==> src/rtl/ir_sensor_filter.sv <==
// ---------------------------------------------------------------------------
// ir_sensor_filter
//   Conditions the three raw IR obstacle sensors (front, right, left) for the
//   motor drive stage. Each raw input is synchronised, sampled on a slow
//   prescaler tick and debounced. While the block warms up after reset, all
//   outputs are held at 1 ("all stop"). After warm-up they track the debounced
//   levels with the same polarity as the raw inputs.
//
// Ports
//   clk      in   system clock, all logic on posedge
//   rst      in   asynchronous, active-high reset
//   fir_raw  in   raw front IR sensor (asynchronous to clk)
//   rir_raw  in   raw right IR sensor (asynchronous to clk)
//   lir_raw  in   raw left IR sensor (asynchronous to clk)
//   fir      out  debounced front level
//   rir      out  debounced right level
//   lir      out  debounced left level
//   ready    out  1 once warm-up is done and outputs track the filters
//   change   out  1-clk pulse the cycle after {fir,rir,lir} moves
// ---------------------------------------------------------------------------
module ir_sensor_filter #(
    parameter int TICK_DIV     = 500,
    parameter int STABLE_TICKS = 8
) (
    input  logic clk,
    input  logic rst,
    input  logic fir_raw,
    input  logic rir_raw,
    input  logic lir_raw,
    output logic fir,
    output logic rir,
    output logic lir,
    output logic ready,
    output logic change
);

    localparam int PW = $clog2(TICK_DIV);
    localparam int CW = $clog2(STABLE_TICKS);

    typedef enum logic {
        WARMUP = 1'b0,
        RUN    = 1'b1
    } state_t;

    // Channel order everywhere: [2]=front, [1]=right, [0]=left
    logic [2:0]    raw;
    logic [2:0]    sync1_q, sync1_d;
    logic [2:0]    sync2_q, sync2_d;
    logic [PW-1:0] presc_q, presc_d;
    logic          tick;
    logic [2:0]    filt_q, filt_d;
    logic [CW-1:0] cnt_q [3];
    logic [CW-1:0] cnt_d [3];
    logic [CW-1:0] warm_q, warm_d;
    state_t        state_q, state_d;
    logic [2:0]    out_q, out_d;
    logic [2:0]    prev_q, prev_d;
    logic          change_q, change_d;

    assign raw = {fir_raw, rir_raw, lir_raw};

    always_comb begin
        sync1_d = raw;
        sync2_d = sync1_q;

        tick    = (presc_q == PW'(TICK_DIV - 1));
        presc_d = tick ? '0 : presc_q + PW'(1);

        // Debounce: a new level needs STABLE_TICKS consecutive differing
        // samples; any matching sample restarts the count.
        filt_d = filt_q;
        for (int i = 0; i < 3; i++) begin
            cnt_d[i] = cnt_q[i];
            if (tick) begin
                if (sync2_q[i] == filt_q[i]) begin
                    cnt_d[i] = '0;
                end else if (cnt_q[i] == CW'(STABLE_TICKS - 1)) begin
                    filt_d[i] = sync2_q[i];
                    cnt_d[i]  = '0;
                end else begin
                    cnt_d[i] = cnt_q[i] + CW'(1);
                end
            end
        end

        // Warm-up lasts STABLE_TICKS ticks; RUN is sticky until reset.
        state_d = state_q;
        warm_d  = warm_q;
        if (state_q == WARMUP && tick) begin
            if (warm_q == CW'(STABLE_TICKS - 1)) begin
                state_d = RUN;
                warm_d  = '0;
            end else begin
                warm_d = warm_q + CW'(1);
            end
        end

        out_d    = (state_q == RUN) ? filt_q : 3'b111;
        prev_d   = out_q;
        // Compares against the previous output, so the pulse lands the
        // cycle after the outputs move.
        change_d = (out_q != prev_q);
    end

    always_ff @(posedge clk or posedge rst) begin
        if (rst) begin
            sync1_q  <= 3'b111;
            sync2_q  <= 3'b111;
            presc_q  <= '0;
            filt_q   <= 3'b111;
            for (int i = 0; i < 3; i++) begin
                cnt_q[i] <= '0;
            end
            warm_q   <= '0;
            state_q  <= WARMUP;
            out_q    <= 3'b111;
            prev_q   <= 3'b111;
            change_q <= 1'b0;
        end else begin
            sync1_q  <= sync1_d;
            sync2_q  <= sync2_d;
            presc_q  <= presc_d;
            filt_q   <= filt_d;
            for (int i = 0; i < 3; i++) begin
                cnt_q[i] <= cnt_d[i];
            end
            warm_q   <= warm_d;
            state_q  <= state_d;
            out_q    <= out_d;
            prev_q   <= prev_d;
            change_q <= change_d;
        end
    end

    assign fir    = out_q[2];
    assign rir    = out_q[1];
    assign lir    = out_q[0];
    assign ready  = (state_q == RUN);
    assign change = change_q;

endmodule

==> config.mk <==
export PLATFORM = sky130hd
export DESIGN_NAME = ir_sensor_filter
export DESIGN_NICKNAME = d
export VERILOG_FILES = /design/src/rtl/ir_sensor_filter.sv
export SDC_FILE = /design/constraint.sdc
export NUM_CORES = 1
export LEC_CHECK = 0
export CAP_MARGIN = 20
export CORE_ASPECT_RATIO = 0.8
export CORE_MARGIN = 5
export CORE_UTILIZATION = 29
export DETAILED_ROUTE_END_ITERATION = 8
export GPL_ROUTABILITY_DRIVEN = 0
export SYNTH_ARGS = -nofsm -noshare
export SYNTH_HDL_FRONTEND = slang
export SYNTH_SLANG_ARGS = --single-unit
==> constraint.sdc <==
create_clock -name clk -period 1.5 [get_ports clk]
set_input_delay 0.15 -clock clk [delete_from_list [all_inputs] [get_ports clk]]
set_output_delay 0.15 -clock clk [all_outputs]
set_load 0.01 [all_outputs]
## Yosys cells after proc, flatten, opt, wreduce, memory -nomap -nowiden

Cells that the tools add are included.

| storage, ports and cells | value |
|---|---|
| register bits | 38 |
| input port bits | 5 |
| output and inout bits | 5 |
| word-level logic and storage cells | 46 |

| cells by class | value |
|---|---|
| add/sub/neg operators | 5 |
| equal/unequal tests | 9 |
| mux-type cells | 9 |
| bitwise operators | 4 |
| reduce and logical (&&, ||, !) cells | 5 |

Operators by type and width:

| kind | number |
|---|---|
| two-way mux 3 bit | 8 |
| adder 3 x 1 -> 3 bit, second input constant | 4 |
| equality test 3 bit, second input constant | 4 |
| adder 9 x 1 -> 9 bit, second input constant | 1 |
| equality test 9 bit, second input constant | 1 |
| two-way mux 9 bit | 1 |
| AND reduction 3 bit | 3 |
| NOT 1 bit | 4 |
| equality test 1 bit | 3 |
| != test 3 bit | 1 |
| AND reduction 2 bit | 1 |
| logical AND 1 bit | 1 |

## Logic depth before layout (Yosys ltp)

Gate-level depths: netlist (run 1).

| logic depth | value |
|---|---|
| depth after elaboration | 3 |
| mapped depth | 5 |
| mapped depth without buffers | 5 |

## Worst setup path before layout (run 1)

Ideal clock, no wire load.

| timing | value |
|---|---|
| path kind | flip-flop to flip-flop |
| start point | register presc_q[0] |
| end point | register presc_q[5] |
| library setup time | 0.126 ns |
| arrival | 1.310 ns |
| data required time | 1.374 ns |
| setup slack | 0.064 ns |
| cell stages (with the launch flop) | 5 |
| path buffers | 0 |
| clock period less this slack | 1.436 ns |
| path through | dfrtp_1 ha_1 and4bb_4 nand2_4 a311o_1 |

| between the ends | value |
|---|---|
| cells in the longest elaborated chain, start to end | 2 |
| elaborated cells between the ends (all ways) | 3 |
| classes of those cells | add/sub (1); eq/ne (1); mux (1) |

RTL lines:

| item | line | text |
|---|---|---|
| start, declared | 49 | `logic [PW-1:0] presc_q, presc_d;` |
| start signal, assigned | 122 | `presc_q <= presc_d;` |
| adder 9 x 1 -> 9 bit or equality test 9 bit (tied branches) | 67, 66 |  |
| two-way mux 9 bit * | 67 | `presc_d = tick ? '0 : presc_q + PW'(1);` |
| net presc_d[5] | 49 |  |

The timed path passes the listed nets; every way through them passes the cells marked *.
A chain may end at the register's enable or synchronous reset.

## Worst setup path in the final report (run 1)

| timing | value |
|---|---|
| start point | register presc_q[1] |
| end point | register warm_q[2] |

| between the ends | value |
|---|---|
| cells in the longest elaborated chain, start to end | 2 |

RTL lines:

| item | line | text |
|---|---|---|
| equality test 9 bit | 66 | `tick = (presc_q == PW'(TICK_DIV - 1));` |
| logical AND 1 bit | 89 | `if (state_q == WARMUP && tick) begin` |
| end signal, assigned | 127 | `warm_q <= warm_d;` |
| end, declared | 54 | `logic [CW-1:0] warm_q, warm_d;` |

No other way between the ends.

==> results of run 1 <==
final cells by class:
type / count / area (µm²)
repair buffers: 16 / 150.1
fillers: 583 / 3765
multi-input cells: 83 / 719.4
clock buffers: 6 / 82.58
inverters: 4 / 15.01
clock inverters: 2 / 12.51
well taps: 81 / 101.3
flip-flops and latches: 38 / 972.2
worst paths after layout:
| kind | end | cells after the start |
|---|---|---|
| setup reg to reg | warm_q[2]$_DFFE_PP0P_ | 4 |
| hold reg to reg | sync2_q[2]$_DFF_PP1_ | 0 |
| hold / removal | presc_q[7]$_DFF_PP0_ | 3 |
| min in group clk | sync1_q[0]$_DFF_PP1_ | 1 |
| max in group asynchronous | sync2_q[1]$_DFF_PP1_ | 3 |
| setup / recovery | warm_q[2]$_DFFE_PP0P_ | 4 |
synthesized netlist by cell type (all sizes together) (3+ instances only):
cell type,n,area (µm²)
dfrtp,23,575.6
dfstp,15,394.1
o21ai,10,50.05
ha,9,112.6
mux2,8,101.3
nand3,8,45.04
xnor2,8,70.07
nand2,6,30.03
nor2,6,22.52
inv,4,15.01
nand2b,3,18.77
sequential cells by signal, summed over array words and instances (netlist names):
register / cells
cnt_q: 9
presc_q: 9
filt_q: 3
out_q: 3
prev_q: 3
sync1_q: 3
sync2_q: 3
warm_q: 3
change: 1
ready: 1
per-layer routing:
layer	up-vias	routed length, µm	GRT usage
li1	491	-	-
met1	538	1549	0.1293
met2	13	1502	0.1427
met3	6	125	0.03409
met4	0	38	0.03409
met5	-	0	0
cell usage in the layout, fill, tap and decap left out, types with 2 or more instances in the layout:
cell type	netlist	layout
xnor2_1	8	8
dfstp_2	15	15
nand3_1	7	7
o21ai_0	10	10
nor2b_1	2	2
mux2_4	3	3
or3_1	2	2
buf_4	0	6
mux2_2	5	5
a22o_1	2	2
ha_1	9	8
dfrtp_1	23	21
o31ai_1	2	2
nand2_1	5	5
clkbuf_8	0	6
dlygate4sd2_1	0	4
nand2b_1	3	3
nor2_1	6	5
a21o_1	2	2
dfrtp_2	0	2
inv_1	4	4
clkdlybuf4s50_1	0	5
metrics by stage:
step / utilization / instances / instance area, µm² / worst slack, ps / total power, µW
floorplan: - / 128 / 1715 / 63.67 / 1082
global placement: 0.3342 / 222 / 1944 / 79.36 / 1106
detailed placement: 0.3342 / 222 / 1944 / 6.677 / 1108
CTS: 0.3501 / 230 / 2037 / 10.98 / 1849
global route: 0.3529 / 230 / 2053 / -9.003 / 1889
finish: 0.3529 / 230 / 2053 / 67.27 / 1815
power by group:
| group | leakage (µW) | total (µW) | internal [µW] | switching (µW) |
|---|---|---|---|---|
| sequential | 0.000462 | 1040 | 1040 | 4.19 |
| clock | 0.0000472 | 727 | 369 | 358 |
| combinational | 0.000381 | 43.3 | 17.3 | 26.0 |
kinds of logic after synthesis:
kind of cell               Yosys count  synth area share
and+or+nand+nor                     38            0.1692
AOI/OAI and AO/OA                   19           0.07002
muxes                                8           0.05908
xor gates and xnor gates             9           0.04595
buffers and inverters                7           0.02479
adders and majority gates            9           0.06565
DFF                                 38            0.5653
repair_timing:
item,4_1_cts,5_1_grt
pin swaps,0,0
setup endpoints to repair,5,12
gates resized for setup,6,4
worst max-delay path, delay by kind of cell, from the launching register on:
family,cells,cell delay (ps)
flip-flops,1,410
multiplexers,1,370
AND/OR/NAND/NOR,2,360
adder cells (fa/ha/maj),1,180
==> impl_metrics.yaml, run 1 <==
run_status:
  status: "finished, final reports clean"
die:
  die_area_mm2: 0.007563
  core_mm2: 0.005818
  start_util: 0.2948
  ioPinCount: 10
  die_y_um: 78.79
  die_x_um: 95.99
  placementRows: 25
final_layout:
  drive_above_1_share: 0.3423
  layout.nets: 162
  antennaDiodeCount: 0
  area_delta_synth_final_pct: 19.69
synthesis:
  synth_nets: 142
  yosysUniqueCellTypes: 36
  synthArstFlopShare: 1.000
  yosys_warnings: 0
  synth_edf_count: 0
  ys_ff_latch: 38
  avgSynthCellArea_um2: 13.40
  netlist_instances: 128
  synthFlopType: "dfrtp_1"
  ys_seq_area_frac: 0.5653
  synth_area_mm2: 0.001715
global_route:
  antenna_found_initial: 0
  grt_first_pass_wirelength_mm: 5.471
  grt_pass1_vias: 1066
  grt_max_degree: 39
  overflow: 0
  track_usage: 0.09635
clocking:
  cts.clk_slew.worst_paths_ps: 70
  cts-hold-fix-buffers: 0
  root_buffer: "clkbuf_8"
  htree_levels: 2
  cts_tree: "done"
  clockBufferDepth: 2
  cts_buffers: 5
  cts_setup_buffers: 0
  clock_sinks: 38
  insertion_delay_ps: 290
critical_path:
  r2r_start: "presc_q[1]$_DFF_PP0_"
  cp.required_ps: 1670
  r2r_slack_ps: 70
  max_stage_delay_ps: 410
  crit_slowest_cell: "dfrtp_1"
  startpoint_type: "flip-flop"
  startpoint: "presc_q[1]$_DFF_PP0_"
  cp_max_fo: 3
  arrival_ps: 1600
  crit_chain: "ha_4 > nand4bb_4 > nor3_4 > mux2_2"
  critical_path_class: "reg -> reg"
  end_kind: "flip-flop"
sta:
  post-route-period-util: 0.9552
  min_period_ps: 1433
  worstMarginPinSlew_ps: 364.8
  max_freq_mhz: 698.0
  skew_ps: 4.317
  drv_slew: 0
  hold_ws_ps: 202.5
  setup_viol: 0
  finalHoldViolCount: 0
  fin_tns_setup_ps: 0
  slew_headroom: 0.7550
drt:
  drt_wl_total_mm: 3.216
  num_vias: 1048
  dr.pass1.iters: 4
  drcViolationCount: 0
  via_per_inst: 4.557
  postRouteAntennaNets: 0
  drtIter0Drc: 79
  avgRoutedWirePerCell_um: 13.98
power:
  p_per_area_mw_per_mm2: 883.8
  peakVddDrop_mv: 0.4158
  p_leak_uw: 0.0008901
place:
  hpwl_mm: 2.315
  port_buffers: 9
worst_hold_path:
  holdCritPathClass: "in -> async"
job:
  cap_violations: 0
No activity file was read; power rests on OpenSTA's default activity.
==> run 2: changes to the inputs <==
--- a/config.mk
+++ b/config.mk
@@ -8,9 +8,10 @@
 export CAP_MARGIN = 20
 export CORE_ASPECT_RATIO = 0.8
 export CORE_MARGIN = 5
-export CORE_UTILIZATION = 29
+export CORE_UTILIZATION = 52
 export DETAILED_ROUTE_END_ITERATION = 8
 export GPL_ROUTABILITY_DRIVEN = 0
+export PLACE_DENSITY = 0.74
 export SYNTH_ARGS = -nofsm -noshare
 export SYNTH_HDL_FRONTEND = slang
 export SYNTH_SLANG_ARGS = --single-unit
==> impl_metrics.yaml, run 2 (same netlist as run 1, synthesis figures left out) <==
run_status:
  status: "finished, final reports clean"
sta:
  worstMarginPinSlew_ps: 407.4
  fin_tns_setup_ps: 0
  slew_headroom: 0.7264
  post-route-period-util: 0.9564
  finalHoldViolCount: 0
  hold_ws_ps: 203.1
  drv_slew: 0
  skew_ps: 5.456
  min_period_ps: 1435
  max_freq_mhz: 697.1
  setup_viol: 0
  rsz0062_at_grt: "false"
power:
  peakVddDrop_mv: 0.7317
  p_leak_uw: 0.0008896
  p_per_area_mw_per_mm2: 950.5
die:
  ioPinCount: 10
  placementRows: 18
  start_util: 0.5480
  die_x_um: 74.22
  core_mm2: 0.003131
  die_y_um: 61.37
  die_area_mm2: 0.004555
final_layout:
  final_common_cell: "dfrtp_1"
  multi_input_area_um2: 725.7
  layout.nets: 162
  layout_common_cells: "22 x dfrtp_1, 15 x dfstp_2, 10 x o21ai_0, 8 x xnor2_1, 8 x ha_1"
  antennaDiodeCount: 0
  drive_above_1_share: 0.3154
  seqCellArea_um2: 970.9
  fill_cells: 228
  area_delta_synth_final_pct: 17.72
  design_area_mm2: 0.002019
  top_regs: "cnt_q: 9 flops, presc_q: 9 flops"
  final_cells: 189
clocking:
  cts.clk_slew.worst_paths_ps: 70
  clock_sinks: 38
  clockBufferDepth: 2
  cts_setup_buffers: 0
  insertion_delay_ps: 290
  cts_buffers: 5
  cts_tree: "done"
  htree_levels: 2
  root_buffer: "clkbuf_8"
global_route:
  grtUsageMet3: 0.06199
  grt_max_degree: 39
  grt_first_pass_wirelength_mm: 4.754
  gr-max-usage-layer: "met2"
  grt_pass1_vias: 1062
  overflow: 0
  grtUsageMet1: 0.1752
  grt_use_met2: 0.2298
  antenna_found_initial: 0
  track_usage: 0.1471
critical_path:
  cp_max_fo: 10
  end_kind: "flip-flop"
  crit_slowest_cell: "dfrtp_1"
  worst-path-buf-inv: 0
  critPathTopFamily: "simple AND/OR/NAND/NOR gates"
  cp.required_ps: 1670
  startpoint_type: "flip-flop"
  max_stage_delay_ps: 460
  crit_chain: "and4bb_4 > nand2_4 > a311o_1"
  critical_path_class: "reg -> reg"
  arrival_ps: 1610
job:
  cap_violations: 0
drt:
  drt_wl_total_mm: 2.823
  via_per_inst: 5.365
  drtIter0Drc: 65
  dr.pass1.iters: 4
  num_vias: 1014
  avgRoutedWirePerCell_um: 14.94
  postRouteAntennaNets: 0
  drcViolationCount: 0
place:
  dp_cells: 181
  hpwl_mm: 2.024
  place_area_mm2: 0.001893
  port_buffers: 9
worst_hold_path:
  holdCritPathClass: "in -> async"
==> run 2: cell count changes in the layout (fill, tap and decap cells not counted), sizes merged <==
cell | previous run | this run
bufinv | 0 | 1
clkbuf | 6 | 7
clkdlybuf4s50 | 5 | 6
clkinv | 1 | 0
clkinvlp | 1 | 0
dlygate4sd2 | 4 | 3
==> run 2: routing by layer <==
metal	vias to the layer above	part of all wire
met5	-	0
met4	0	0.024
met3	8	0.048
met2	17	0.46
met1	497	0.47
li1	492	-
==> run 2: what timing repair did <==
action | in CTS | in global routing
gates resized for setup | 5 | 3
hold buffers | 0 | 0
setup endpoints to repair | 5 | 3
endpoints found under the hold margin | 0 | 0
==> run 2: cell type report <==
class | instances | area share
tap | 40 | 0.02478
sequential | 38 | 0.4808
clock buffer | 7 | 0.03779
timing repair buffer | 16 | 0.07497
multi-input combinational | 83 | 0.3594
inverter | 4 | 0.007435
clock inverter | 1 | 0.01487
==> run 2: path summary, 6_finish.rpt <==
path / startpoint / to / slack, ps / cells past startpoint
max in group asynchronous: rst / prev_q[0]$_DFF_PP1_ / 1040 / 3
setup / recovery: presc_q[2]$_DFF_PP0_ / presc_q[5]$_DFF_PP0_ / 70 / 3
hold / removal: rst / presc_q[2]$_DFF_PP0_ / 200 / 3
min in group clk: rir_raw / sync1_q[1]$_DFF_PP1_ / 260 / 1
hold reg to reg: sync1_q[2]$_DFF_PP1_ / sync2_q[2]$_DFF_PP1_ / 350 / 0
setup reg to reg: presc_q[2]$_DFF_PP0_ / presc_q[5]$_DFF_PP0_ / 70 / 3
==> run 2: where the power goes <==
| group | switching (µW) | internal (µW) | leakage, µW |
|---|---|---|---|
| Clock | 335 | 497 | 0.0000524 |
| Sequential | 4.32 | 1040 | 0.000462 |
| Combinational | 25.6 | 17.2 | 0.000375 |
| Total | 365 | 1550 | 0.000890 |
==> run 2: worst register-to-register path, cell delays in order, from the launching register on <==
cell      delay, ps
dfrtp_1         460
and4bb_4        430
nand2_4         100
a311o_1         330
==> run 2: through the flow <==
stage               power (µW)  utilization  setup WS (ps)
global route              2004       0.6451          9.060
floorplan                 1082            -          63.67
global placement          1105       0.6047          80.52
CTS                       1941       0.6387          16.40
detailed placement        1107       0.6047          13.39
finish                    1920       0.6451          65.46
